[src/rtl/sr_latch_drv_pkg.sv]
// ============================================================================
// Module   : sr_latch_drv_pkg
// Brief    : Shared state encoding, parameter defaults and sizing helper for
//            the SR latch driver.
// Revision : 1.0 - initial release
// ============================================================================
`default_nettype none

package sr_latch_drv_pkg;

    localparam int DEF_PULSE_CYCLES  = 4;
    localparam int DEF_SETTLE_CYCLES = 2;
    localparam int DEF_MAX_RETRY     = 2;

    typedef enum logic [1:0] {
        ST_IDLE   = 2'd0,
        ST_PULSE  = 2'd1,
        ST_SETTLE = 2'd2,
        ST_CHECK  = 2'd3
    } state_t;

    // Bits needed to hold 0..max_val, never less than one.
    function automatic int cnt_width(input int max_val);
        return (max_val <= 1) ? 1 : $clog2(max_val + 1);
    endfunction

endpackage

`default_nettype wire

[src/rtl/sync_2ff.sv]
// ============================================================================
// Module   : sync_2ff
// Brief    : Two-flop synchronizer for one asynchronous input, resets to 0.
// Revision : 1.0 - initial release
// ============================================================================
`default_nettype none

module sync_2ff (
    input  logic clk,
    input  logic rst_n,
    input  logic i_d,
    output logic o_q
);

    logic r_meta;

    always_ff @(posedge clk or negedge rst_n) begin
        if (!rst_n) begin
            r_meta <= 1'b0;
            o_q    <= 1'b0;
        end else begin
            r_meta <= i_d;
            o_q    <= r_meta;
        end
    end

endmodule

`default_nettype wire

[src/rtl/sr_latch_driver.sv]
// ============================================================================
// Module   : sr_latch_driver
// Brief    : Pulses S or R of an external latch, waits, verifies Q/Qbar
//            feedback and retries a bounded number of times.
// Revision : 1.0 - initial release
// ============================================================================
`default_nettype none

module sr_latch_driver
    import sr_latch_drv_pkg::*;
#(
    parameter int PULSE_CYCLES  = DEF_PULSE_CYCLES,
    parameter int SETTLE_CYCLES = DEF_SETTLE_CYCLES,
    parameter int MAX_RETRY     = DEF_MAX_RETRY
) (
    input  logic clk,
    input  logic rst_n,
    input  logic cmd_valid,
    input  logic cmd_set,
    output logic cmd_ready,
    input  logic q_fb,
    input  logic qbar_fb,
    output logic s_out,
    output logic r_out,
    output logic busy,
    output logic done,
    output logic err,
    output logic q_state
);

    localparam int PW = cnt_width(PULSE_CYCLES - 1);
    localparam int SW = cnt_width(SETTLE_CYCLES - 1);
    localparam int RW = cnt_width(MAX_RETRY);

    localparam logic [PW-1:0] c_pulse_last  = PW'(PULSE_CYCLES - 1);
    localparam logic [SW-1:0] c_settle_last = SW'(SETTLE_CYCLES - 1);
    localparam logic [RW-1:0] c_retry_max   = RW'(MAX_RETRY);

    state_t        r_state, w_state_nxt;
    logic [PW-1:0] r_pcnt, w_pcnt_nxt;
    logic [SW-1:0] r_scnt, w_scnt_nxt;
    logic [RW-1:0] r_retry, w_retry_nxt;
    logic          r_cmd, w_cmd_nxt;
    logic          w_done_nxt, w_err_nxt, w_qstate_nxt;
    logic          w_q_sync, w_qb_sync;
    logic          w_accept, w_pass;

    sync_2ff u_sync_q (
        .clk   (clk),
        .rst_n (rst_n),
        .i_d   (q_fb),
        .o_q   (w_q_sync)
    );

    sync_2ff u_sync_qb (
        .clk   (clk),
        .rst_n (rst_n),
        .i_d   (qbar_fb),
        .o_q   (w_qb_sync)
    );

    assign w_accept = cmd_valid & cmd_ready;
    assign w_pass   = (w_q_sync == r_cmd) & (w_qb_sync == ~r_cmd);

    always_ff @(posedge clk or negedge rst_n) begin
        if (!rst_n) begin
            r_state <= ST_IDLE;
        end else begin
            r_state <= w_state_nxt;
        end
    end

    always_comb begin
        w_state_nxt  = r_state;
        w_pcnt_nxt   = r_pcnt;
        w_scnt_nxt   = r_scnt;
        w_retry_nxt  = r_retry;
        w_cmd_nxt    = r_cmd;
        w_done_nxt   = 1'b0;
        w_err_nxt    = err;
        w_qstate_nxt = q_state;
        case (r_state)
            ST_IDLE: begin
                if (w_accept) begin
                    w_cmd_nxt   = cmd_set;
                    w_retry_nxt = '0;
                    w_err_nxt   = 1'b0;
                    w_pcnt_nxt  = '0;
                    w_state_nxt = ST_PULSE;
                end
            end
            ST_PULSE: begin
                if (r_pcnt == c_pulse_last) begin
                    w_scnt_nxt  = '0;
                    w_state_nxt = ST_SETTLE;
                end else begin
                    w_pcnt_nxt = r_pcnt + 1'b1;
                end
            end
            ST_SETTLE: begin
                if (r_scnt == c_settle_last) begin
                    w_state_nxt = ST_CHECK;
                end else begin
                    w_scnt_nxt = r_scnt + 1'b1;
                end
            end
            ST_CHECK: begin
                if (w_pass) begin
                    w_done_nxt   = 1'b1;
                    w_qstate_nxt = r_cmd;
                    w_state_nxt  = ST_IDLE;
                end else if (r_retry < c_retry_max) begin
                    w_retry_nxt = r_retry + 1'b1;
                    w_pcnt_nxt  = '0;
                    w_state_nxt = ST_PULSE;
                end else begin
                    w_err_nxt   = 1'b1;
                    w_state_nxt = ST_IDLE;
                end
            end
            default: w_state_nxt = ST_IDLE;
        endcase
    end

    // Drives and handshake flags are registered from the next state so they
    // line up with the state they describe; drives only change via IDLE or
    // a retry of the same command, so S and R can never overlap.
    always_ff @(posedge clk or negedge rst_n) begin
        if (!rst_n) begin
            r_pcnt    <= '0;
            r_scnt    <= '0;
            r_retry   <= '0;
            r_cmd     <= 1'b0;
            s_out     <= 1'b0;
            r_out     <= 1'b0;
            busy      <= 1'b0;
            cmd_ready <= 1'b0;
            done      <= 1'b0;
            err       <= 1'b0;
            q_state   <= 1'b0;
        end else begin
            r_pcnt    <= w_pcnt_nxt;
            r_scnt    <= w_scnt_nxt;
            r_retry   <= w_retry_nxt;
            r_cmd     <= w_cmd_nxt;
            s_out     <= (w_state_nxt == ST_PULSE) & w_cmd_nxt;
            r_out     <= (w_state_nxt == ST_PULSE) & ~w_cmd_nxt;
            busy      <= (w_state_nxt != ST_IDLE);
            cmd_ready <= (w_state_nxt == ST_IDLE);
            done      <= w_done_nxt;
            err       <= w_err_nxt;
            q_state   <= w_qstate_nxt;
        end
    end

endmodule

`default_nettype wire
[config.mk]
export PLATFORM = sky130hd
export DESIGN_NAME = sr_latch_driver
export DESIGN_NICKNAME = d
export VERILOG_FILES = /design/src/rtl/sr_latch_drv_pkg.sv /design/src/rtl/sync_2ff.sv /design/src/rtl/sr_latch_driver.sv
export SDC_FILE = /design/constraint.sdc
export NUM_CORES = 1
export LEC_CHECK = 0
export BUFFER_PORTS_ARGS = -buffer_cell sky130_fd_sc_hd__clkbuf_2
export CAP_MARGIN = 30
export CORE_MARGIN = 2
export CORE_UTILIZATION = 48
export CTS_BUF_LIST = sky130_fd_sc_hd__clkbuf_4
export CTS_CLUSTER_DIAMETER = 150
export DETAILED_ROUTE_END_ITERATION = 8
export PLACE_DENSITY = 0.67
export SLEW_MARGIN = 5
export SYNTH_ARGS = -nofsm -noshare
export SYNTH_HDL_FRONTEND = slang
export SYNTH_SLANG_ARGS = --single-unit
[constraint.sdc]
create_clock -name clk -period 2.4 [get_ports clk]
set_input_delay 0.12 -clock clk [delete_from_list [all_inputs] [get_ports clk]]
set_output_delay 0.12 -clock clk [all_outputs]
set_load 0.01 [all_outputs]
==> results of run 1 <==
[power groups by stage]
stage / sequential (mW) / combinational [mW] / clock [mW]
6_report: 0.537 / 0.434 / 0.168
5_1_grt: 0.557 / 0.485 / 0.188
4_1_cts: 0.534 / 0.436 / 0.178
3_5_place_dp: 0.540 / 0.427 / 0
3_3_place_gp: 0.537 / 0.427 / 0
2_1_floorplan: 0.518 / 0.330 / 0
[state kept, by name (all words and copies together), names as in the netlist]
register	flops
u_sync_qb.o_q	1
u_sync_q.r_meta	1
u_sync_q.o_q	1
err	1
cmd_ready	1
r_scnt	1
r_out	1
r_pcnt	2
done	1
r_retry	2
q_state	1
busy	1
u_sync_qb.r_meta	1
r_cmd	1
s_out	1
r_state	2
[synthesized netlist by cell type]
cell                        n
sky130_fd_sc_hd__a21oi_1    5
sky130_fd_sc_hd__a221o_1    1
sky130_fd_sc_hd__a211oi_1   3
sky130_fd_sc_hd__nor4_1     1
sky130_fd_sc_hd__nand4_1    1
sky130_fd_sc_hd__mux2i_1    1
sky130_fd_sc_hd__inv_1      4
sky130_fd_sc_hd__nand3b_1   2
sky130_fd_sc_hd__and4_4     1
sky130_fd_sc_hd__ha_1       1
sky130_fd_sc_hd__buf_2      2
sky130_fd_sc_hd__a21oi_2    1
sky130_fd_sc_hd__dfrtp_1   19
sky130_fd_sc_hd__nor4b_1    1
sky130_fd_sc_hd__mux2_2     1
sky130_fd_sc_hd__a21boi_0   1
sky130_fd_sc_hd__a31oi_1    1
sky130_fd_sc_hd__a211oi_2   2
sky130_fd_sc_hd__a41oi_1    1
sky130_fd_sc_hd__o21ai_0    5
sky130_fd_sc_hd__or3b_4     1
sky130_fd_sc_hd__a211o_1    1
sky130_fd_sc_hd__nor2_1     2
sky130_fd_sc_hd__nand2_1    4
sky130_fd_sc_hd__nand3_1    1
sky130_fd_sc_hd__o31ai_1    1
sky130_fd_sc_hd__nand2b_1   2
sky130_fd_sc_hd__and4bb_2   1
sky130_fd_sc_hd__o21bai_1   1
sky130_fd_sc_hd__nor2b_1    1
[routing by layer]
| layer | share of wire, % | up-vias |
|---|---|---|
| met1 | 49 | 285 |
| met4 | 0.63 | 0 |
| met3 | 3.2 | 2 |
| met5 | 0 | - |
| met2 | 47 | 10 |
| li1 | - | 288 |
[cell usage in the layout, fill, tap and decap left out, types with 2 or more instances in the layout]
master,count
sky130_fd_sc_hd__dfrtp_1,19
sky130_fd_sc_hd__a21oi_1,5
sky130_fd_sc_hd__o21ai_0,5
sky130_fd_sc_hd__a211oi_1,3
sky130_fd_sc_hd__inv_1,4
sky130_fd_sc_hd__a211oi_2,2
sky130_fd_sc_hd__nor2_1,2
sky130_fd_sc_hd__nand2_1,4
sky130_fd_sc_hd__nand2b_1,2
sky130_fd_sc_hd__nand3b_1,2
sky130_fd_sc_hd__clkbuf_2,12
sky130_fd_sc_hd__dlygate4sd3_1,3
sky130_fd_sc_hd__clkbuf_4,4
[through the flow]
stage / hold slack, ps / power, mW
CTS: 101 / 1.15
global placement: 92.2 / 0.964
finish: 113 / 1.14
global route: 110 / 1.23
detailed placement: 90.2 / 0.967
floorplan: -176 / 0.848
[logic make-up (layout without fill, tap and decap cells)]
kind of cell / count (synthesis) / after routing / synth area share [%]
multiplexers: 2 / 2 / 2.61
buffers and inverters: 6 / 23 / 3.07
AND/OR/NAND/NOR: 18 / 18 / 14.4
AO/OA/AOI/OAI: 23 / 23 / 20.0
flip-flops: 19 / 19 / 58.4
adder cells (fa/ha/maj): 1 / 1 / 1.54
[final cells by class]
| type | instances | area [um2] |
|---|---|---|
| Inverter | 4 | 15.0 |
| Fill cell | 131 | 597 |
| Sequential cell | 19 | 475 |
| Tap cell | 16 | 20.0 |
| Multi-Input combinational cell | 44 | 314 |
| Clock buffer | 4 | 30.0 |
| Timing Repair Buffer | 15 | 90.1 |
[path summary, 6_finish.rpt]
check | start | to | slack, ps
hold reg to reg | u_sync_q.r_meta | u_sync_q.o_q | 360
setup / recovery | r_state[1] | r_pcnt[0] | 770
min in group asynchronous | rst_n | err | 290
max in group asynchronous | rst_n | s_out | 1790
hold / removal | cmd_set | r_cmd | 110
setup reg to reg | r_state[1] | r_pcnt[0] | 770
[critical path, stage by stage, from the launching register on]
cell and delay, ps:
sky130_fd_sc_hd__dfrtp_1 590, sky130_fd_sc_hd__nor2b_1 230, sky130_fd_sc_hd__nand4_1 290, sky130_fd_sc_hd__a221o_1 420
==> metrics list, run 1 <==
* Total number of placement rows: 14
- Via density: 5.74
* Slew at the pin closest to its max-slew limit: 445 ps
- I/O pins: 13
- Via Count: 585
- Global-route wire length before repair: 2.53 mm
* Fraction of final layout cells sized beyond drive strength 1: 26.7%
* Yosys cell types: 30
- Switching power share of the total: 38.2%
- Pin count of the biggest net entering global routing: 20
* Status: complete, no violations
- Final instance area: 945 um2
* Max Buffers Root-to-Sink: 2
- Design internal power: 0.704 mW
* Number of maximum-capacitance constraint violations: 0
* Area of the die: 2040 um2
- Ranked by total cell area, the synthesized netlist is headed by sky130_fd_sc_hd__dfrtp_1 (58%), sky130_fd_sc_hd__a211oi_2 (3.1%), sky130_fd_sc_hd__a21oi_1 (3.1%).
* Drt initial violations: 3
- Area fraction of the dominant cell type after synthesis: 58.4%
- Global router's overall resource usage: 17.6%
- Met3 Usage GRT: 2.40%
- Routed wire per std cell: 14.0 um
* Slew Limit Fails: 0
- Type of origin of the critical path: flop
- The worst-case IR drop observed on VDD is 0.000621 V.
- Initial core utilization: 52.8%
* Met2 usage in global routing: 29.1%
- Setup slack on the critical path of the routed design comes to 765 ps.
* Leak pwr: 0.429 nW
* Resized cells post-CTS: 0
* Number of DRC violations after detailed routing: 0
* Power per standard cell area: 1210 nW/um2
* Via count of the first global-routing pass: 595
* Antenna fix cells: 0
- Cell area after synthesis: 815 um2
* Width of the die: 45.2 um
- For the worst-skew pair, the clock arrives at the later sink with an insertion delay of 290 ps.
* Cell area after placement: 885 um2
- Proportion of power drawn by flip-flops and latches: 47.1%
* GP Congestion: 0.848
- Dividing the synthesized area by the synthesized cell count gives 11.8 um2.
- TritonCTS created 3 clock buffers.
- Relative slew slack: 70.3%
* Number of routed nets with antenna violations: 0
- Class of the most critical setup path: flop to flop
- In this run the power spent charging and discharging nets is 0.435 mW.
- Port buffer count: 12
- Pre-CTS setup slack: 821 ps
- After clock tree synthesis, the setup repair step added 0 buffers.
- Number of setup violations in the final report: 0
- Number of buffers inserted by hold repair at cts: 3
* Clock transition at the registers of the reported paths: 110 ps
- Comb power frac: 38.1%
- The pre-antenna-repair detailed-routing pass consisted of 2 iterations.
- Data arrival time of the worst path: 1820 ps
* Layout Nets: 94
- The worst register-to-register path has a depth of 3.
- Data required time of the worst path: 2580 ps
- DIE HEIGHT: 45.2 um
* Cell at the root of the clock tree: sky130_fd_sc_hd__clkbuf_4
- Number of placed instances, taps included: 95
- Clk_skew: 7.78 ps
- STA classifies the critical path endpoint as a flop.
- Minimum period implied by the final worst setup slack: 1630 ps
- For this run, the number of standard cells in the final layout without fillers is 102.
* Clock tree sinks: 19
* Setup repair after global routing missed its margin: false
* Area growth from synthesis to final layout: 16.0%
* Detailed Route WL: 1.42 mm
- In this run the number of H-tree levels came out at 1.
* Number of cells produced by synthesis: 69
- Met1 GRT Util: 22.4%
* Core region area: 1540 um2
- Counting every net in the synthesized netlist gives 76.
* Hold Violations, Final: 0
* Yosys warning count: 0
- Final design utilization: 61.3%
- Estimated wirelength of the detail-placed design: 1.00 mm
- Sequential area share after synthesis: 58.4%
* Setup TNS after final layout: 0 ps
- Worst hold path stage count: 3
- TritonCTS clock tree: yes
- The largest total area in the synthesized netlist belongs to sky130_fd_sc_hd__dfrtp_1.
- The number of antenna violations at the first check in global routing is 0.
- Of the available clock period, the critical path in the final layout requires 68.1%.
- The min-delay analysis places its worst path in the category input port to flop.
* Highest clock frequency the design can meet: 0.612 GHz
- After global routing, the most crowded layer is met2.
- Number of synthesized register bits: 19
* Clock power share: 14.7%
- GRT overflow: 0
- In this run the worst path has a maximum fanout of 15.
Note: power is estimated with default switching activity, not from simulation.
==> inputs of run 2 (changes only) <==
- clock period: 2.4 -> 1.6 ns (I/O delays scaled with it)
==> metrics list, run 2 (same netlist as run 1, synthesis figures left out) <==
- The flow ran to the end, and the final reports show no timing, DRC or antenna violations.
- Measured against its own limit, the worst slew margin works out to 68.4%.
- In the post-route analysis, the smallest setup slack over all paths is 124 ps.
- Initial antenna violation count: 0
* Width of the die: 45.2 um
- GP Congestion: 0.860
- The worst hold path passes through 3 cells.
* Slack of the worst reg-to-reg path: 120 ps
- Subtracting the final worst setup slack from the clock period gives 1480 ps.
- The max-slew violation count is 0.
- Fraction of final layout cells sized beyond drive strength 1: 30.0%
- Met1 GRT Util: 23.3%
* Clk_skew: 4.51 ps
- TritonCTS clock tree: yes
- In the routed layout, each cell is associated on average with a via count of 5.96.
- Across the run, the number of max-cap violations was 0.
- Setup repair after global routing missed its margin: false
- Initial core utilization: 52.8%
- The tightest min-delay check is of the input port to flop type.
* Via Count: 632
- The design draws 1.76 mW.
- The HPWL after detailed placement is 1.07 mm.
* Biggest regs: r_pcnt x2, r_retry x2, r_state x2
* Leak pwr: 0.447 nW
- Area growth from synthesis to final layout: 19.4%
* Clock latency reported for the late side of the worst-skew pair: 300 ps
- The worst path uses 92.2% of the clock period.
- Data arrival time of the worst path: 1670 ps
* I/O pins: 13
- Power per standard cell area: 1810 nW/um2
- Antenna fix cells: 0
- The number of hold violations in the final report was 0.
- Along the worst path, the maximum fanout reaches 5.
- Clock tree sinks: 19
- In the final routed layout, each cell accounts on average for 14.4 um.
* Number of setup violations in the final report: 0
- Leaving out fill and tap cells, the most frequent cell in the layout is sky130_fd_sc_hd__dfrtp_1.
* Drt initial violations: 15
- Pin count of the biggest net entering global routing: 20
- STA classifies the critical path endpoint as a flop.
- The via count of the first global-routing pass is 610.
* Class of the most critical setup path: flop to flop
- After global routing, the most crowded layer is met2.
* Global router's overall resource usage: 18.4%
- Cell at the root of the clock tree: sky130_fd_sc_hd__clkbuf_4
* Area of the die: 2040 um2
- For the pin with the worst max-slew slack, the measured transition is 474 ps.
* Number of routed nets with antenna violations: 0
- GRT overflow: 0
- Setup TNS after final layout: 0 ps
* Count of buffers added by post-CTS timing repair for setup: 0
* Highest clock frequency the design can meet: 0.678 GHz
* Clock transition at the registers of the reported paths: 110 ps
- In this run the vertical extent of the chip is 45.2 um.
- In this run the number of H-tree levels came out at 1.
- The total area inside the core boundary comes to 1540 um2.
- Logic depth of the worst register-to-register path: 3
* Commonest non-fill, non-tap cells in the layout: sky130_fd_sc_hd__dfrtp_1 (19), sky130_fd_sc_hd__clkbuf_2 (12), sky130_fd_sc_hd__a21oi_1 (5)
* Detailed Route WL: 1.52 mm
- Input and output buffers added on the ports amount to 12.
- STA classifies the critical path startpoint as a flop.
* Length of the first detailed-routing pass in iterations: 4
* Max Buffers Root-to-Sink: 2
* Met3 Usage GRT: 3.60%
- The floorplan has 14 rows.
* Number of buffers created by CTS: 3
* Layout Nets: 98
- OpenSTA, run right after detailed placement, puts the worst setup slack at 81.9 ps.
- For this run, global-route usage on met2 was measured as 29.7%.
- VDD sags by at most 0.00101 V.
* Number of DRC violations after detailed routing: 0
* Data required time of the worst path: 1800 ps
* Global-route wire length before repair: 2.62 mm
run 2: stage by stage:
stage | instances | util (%) | hold slack (ps) | cell area, um2
2_1_floorplan | 69 | - | -216 | 815
3_3_place_gp | 99 | 59.3 | 50.0 | 915
3_5_place_dp | 99 | 59.3 | 60.0 | 915
4_1_cts | 106 | 63.1 | 54.9 | 972
5_1_grt | 106 | 63.1 | 81.8 | 972
6_report | 106 | 63.1 | 54.4 | 972
run 2: routing by layer:
layer  wire length, um  up-vias
li1                  -      303
met1               688      309
met2               737       18
met3                76        2
met4                20        0
met5                 0        -
run 2: power by group:
part	leakage [nW]	total, mW	switching, mW	internal [mW]
Combinational	0.191	0.767	0.421	0.346
Clock	0.0177	0.244	0.151	0.0932
Sequential	0.238	0.752	0.108	0.644
Total	0.447	1.76	0.680	1.08
run 2: final timing paths:
path | end | start
max | q_state | r_cmd
min | r_cmd | cmd_set
max reg2reg | q_state | r_cmd
min reg2reg | u_sync_qb.o_q | u_sync_qb.r_meta
max in group asynchronous | u_sync_q.r_meta | rst_n
min in group asynchronous | r_state[0] | rst_n
run 2: what timing repair did:
action | 4_1_cts | 5_1_grt
setup endpoints to repair | 0 | 3
hold buffers | 3 | 0
resized for setup | 0 | 1
endpoints found under the hold margin | 21 | 0
run 2: cell type report:
| type | count | area, um2 |
|---|---|---|
| Fill cell | 128 | 569 |
| Timing Repair Buffer | 19 | 120 |
| Tap cell | 16 | 20.0 |
| Multi-Input combinational cell | 44 | 314 |
| Sequential cell | 19 | 475 |
| Inverter | 4 | 15.0 |
| Clock buffer | 3 | 22.5 |
| Clock inverter | 1 | 5.00 |
run 2: critical path, cell delays in order, from the launching register on:
cell	delay (ps)
sky130_fd_sc_hd__dfrtp_1	420
sky130_fd_sc_hd__or3b_4	440
sky130_fd_sc_hd__a21oi_2	180
sky130_fd_sc_hd__mux2_2	340
==> inputs of run 3 (changes only) <==
- CTS_BUF_LIST: sky130_fd_sc_hd__clkbuf_4 -> sky130_fd_sc_hd__clkbuf_16
==> metrics list, run 3 (same netlist as run 1, synthesis figures left out) <==
- Buffers placed on the I/O ports in this run total 12.
* Design internal power: 1.33 mW
* Pin count of the biggest net entering global routing: 20
* Area of the die: 2040 um2
- The worst register-to-register path begins at r_cmd.
- Among cell families on the critical path, the largest total delay comes from simple AND/OR/NAND/NOR gates.
- Number of buffers created by CTS: 3
* Hold Violations, Final: 0
* Global-route wire length before repair: 2.76 mm
* Endpoint of the most critical setup path: q_state
- CP peak stage delay: 440 ps
* Length of the first detailed-routing pass in iterations: 4
- Power dissipated by switching net loads: 0.709 mW
- In this run the static leakage power is 0.470 nW.
- Reg2Reg Capture Point: q_state
* Biggest regs: r_pcnt x2, r_retry x2, r_state x2
- Detailed Route WL: 1.57 mm
- Final design utilization: 66.5%
* Class of the most critical hold timing path: input port to flop
- Clock latency reported for the late side of the worst-skew pair: 250 ps
- Dividing the final minimum period by the clock period gives 91.7%.
- The max-slew violation count is 0.
* Fraction of final layout cells sized beyond drive strength 1: 30.0%
* Type of origin of the critical path: flop
- Drt initial violations: 11
- Traced cell by cell, the critical path runs through or3b_4 > a21oi_2 > mux2_2.
- The count of nets left with antenna violations once routing finished came out at 0.
- Status: complete, no violations
- Combinational cells account for 37.6% of the total power.
- Maximum net fanout on the critical path: 5
* Power per standard cell area: 1990 nW/um2
- TritonCTS clock tree: yes
* Met1 wire length: 706 um
- At the worst endpoint, the required time is 1740 ps.
- After floorplanning, the core was divided into 14 placement rows.
- For this design the top-level I/O count stands at 13.
* Cell area after placement: 915 um2
- Switching power share of the total: 34.8%
- In this run the clock root is driven by a sky130_fd_sc_hd__clkbuf_16.
* Estimated wirelength of the detail-placed design: 1.07 mm
- Crit path buffers/inverters: 0
- Clock tree sinks: 19
- Setup TNS after final layout: 0 ps
* Initial core utilization: 52.8%
* Area growth from synthesis to final layout: 25.8%
* GP Congestion: 0.860
* Minimum period implied by the final worst setup slack: 1470 ps
* Global router's overall resource usage: 20.2%
- For this run, the top clock speed supported by timing is 0.681 GHz.
- In this run, the clock network consumes 25.3% of the power.
* Crit. Startpoint: r_cmd
- Slack of the worst reg-to-reg path: 130 ps
* Initial antenna violation count: 0
* Core region area: 1540 um2
* Number of setup violations in the final report: 0
- Width of the die: 45.2 um
- Wire length on met3: 81 um
- The highest metal layer carrying signal wires in the routed design is met4.
* Layout Nets: 98
- Counting buffers and inverters, the worst setup path is 3 cells deep.
* Total length of routed met2 wires: 737 um
- The largest individual stage delay along the critical path comes from the cell sky130_fd_sc_hd__or3b_4.
- For the pin with the worst max-slew slack, the measured transition is 466 ps.
- Headroom to the max-slew limit came out at 68.9%.
* Leading cell type in the layout, fill and taps excluded: sky130_fd_sc_hd__dfrtp_1
- Commonest non-fill, non-tap cells in the layout: sky130_fd_sc_hd__dfrtp_1 (19), sky130_fd_sc_hd__clkbuf_2 (12), sky130_fd_sc_hd__a21oi_1 (5)
- Logic depth of the worst register-to-register path: 3
- Worst supply voltage drop on vdd: 0.00144 V
* Clk_skew: 1.24 ps
- Data arrival time of the worst path: 1600 ps
- GRT overflow: 0
- STA classifies the critical path endpoint as a flop.
- In this run the post-CTS setup repair buffer count came out at 0.
- Class of the most critical setup path: flop to flop
- Number of DRC violations after detailed routing: 0
* Setup repair after global routing missed its margin: false
* Via Count: 631
- The clock passes through at most 2 buffers.
* Antenna fix cells: 0
- Max-cap violations in this run came to 0.
- DIE HEIGHT: 45.2 um
- After clock tree synthesis, the clock-pin slew on the worst setup and hold paths is 50 ps.
* Final instance area: 1020 um2
- On the final layout, the worst hold slack is 115 ps.
* Routed wire per std cell: 14.8 um
- Clock H-tree levels: 1
- Sequential cells burn 37.1% of the power.
* Via density: 5.95
- Via count of the first global-routing pass: 611
run 3: changes by cell type in the layout (fill, tap and decap cells not counted):
| cell | before | now |
|---|---|---|
| sky130_fd_sc_hd__clkbuf_4 | 3 | 0 |
| sky130_fd_sc_hd__clkbuf_16 | 0 | 3 |
run 3: per-stage QoR:
step / total power [mW] / std cells / setup slack [ps]
finish: 2.04 / 106 / 132
floorplan: 1.27 / 69 / 195
CTS: 2.04 / 106 / 59.0
detailed placement: 1.51 / 99 / 81.9
global placement: 1.49 / 99 / 154
global route: 2.18 / 106 / 48.6
run 3: tightest hold or removal path: stages:
cell and delay, ps:
sky130_fd_sc_hd__clkbuf_2 80, sky130_fd_sc_hd__mux2i_1 80, sky130_fd_sc_hd__inv_1 90
run 3: cell type report:
cell class                 count  area [um2]
tap                           16        20.0
clock buffer                   3        75.1
fill                         117         517
sequential                    19         475
multi-input combinational     44         314
timing repair buffer          19         120
inverter                       4        15.0
clock inverter                 1        5.00
run 3: power groups by stage:
stage,clock network [mW],logic (mW),registers [mW]
2_1_floorplan,0,0.495,0.777
3_3_place_gp,0,0.740,0.754
3_5_place_dp,0,0.751,0.763
4_1_cts,0.519,0.766,0.754
5_1_grt,0.535,0.867,0.782
6_report,0.515,0.766,0.755
run 3: per-layer routing:
layer	GRT usage, %	up-vias
li1	-	304
met1	24.6	304
met2	30.3	19
met3	6.00	4
met4	14.7	0
met5	0	-
run 3: worst min path at each step:
stage,from,to,depth (start not counted)
floorplan,rst_n,busy,0
global placement,rst_n,busy,1
detailed placement,rst_n,busy,1
CTS,cmd_set,r_cmd,3
global route,cmd_set,r_cmd,3
finish,cmd_set,r_cmd,3
run 3: timing repair:
item	in CTS	in global routing
hold endpoints to repair	21	0
hold buffers	3	0
endpoints found under the setup margin	0	3
resized for setup	0	1
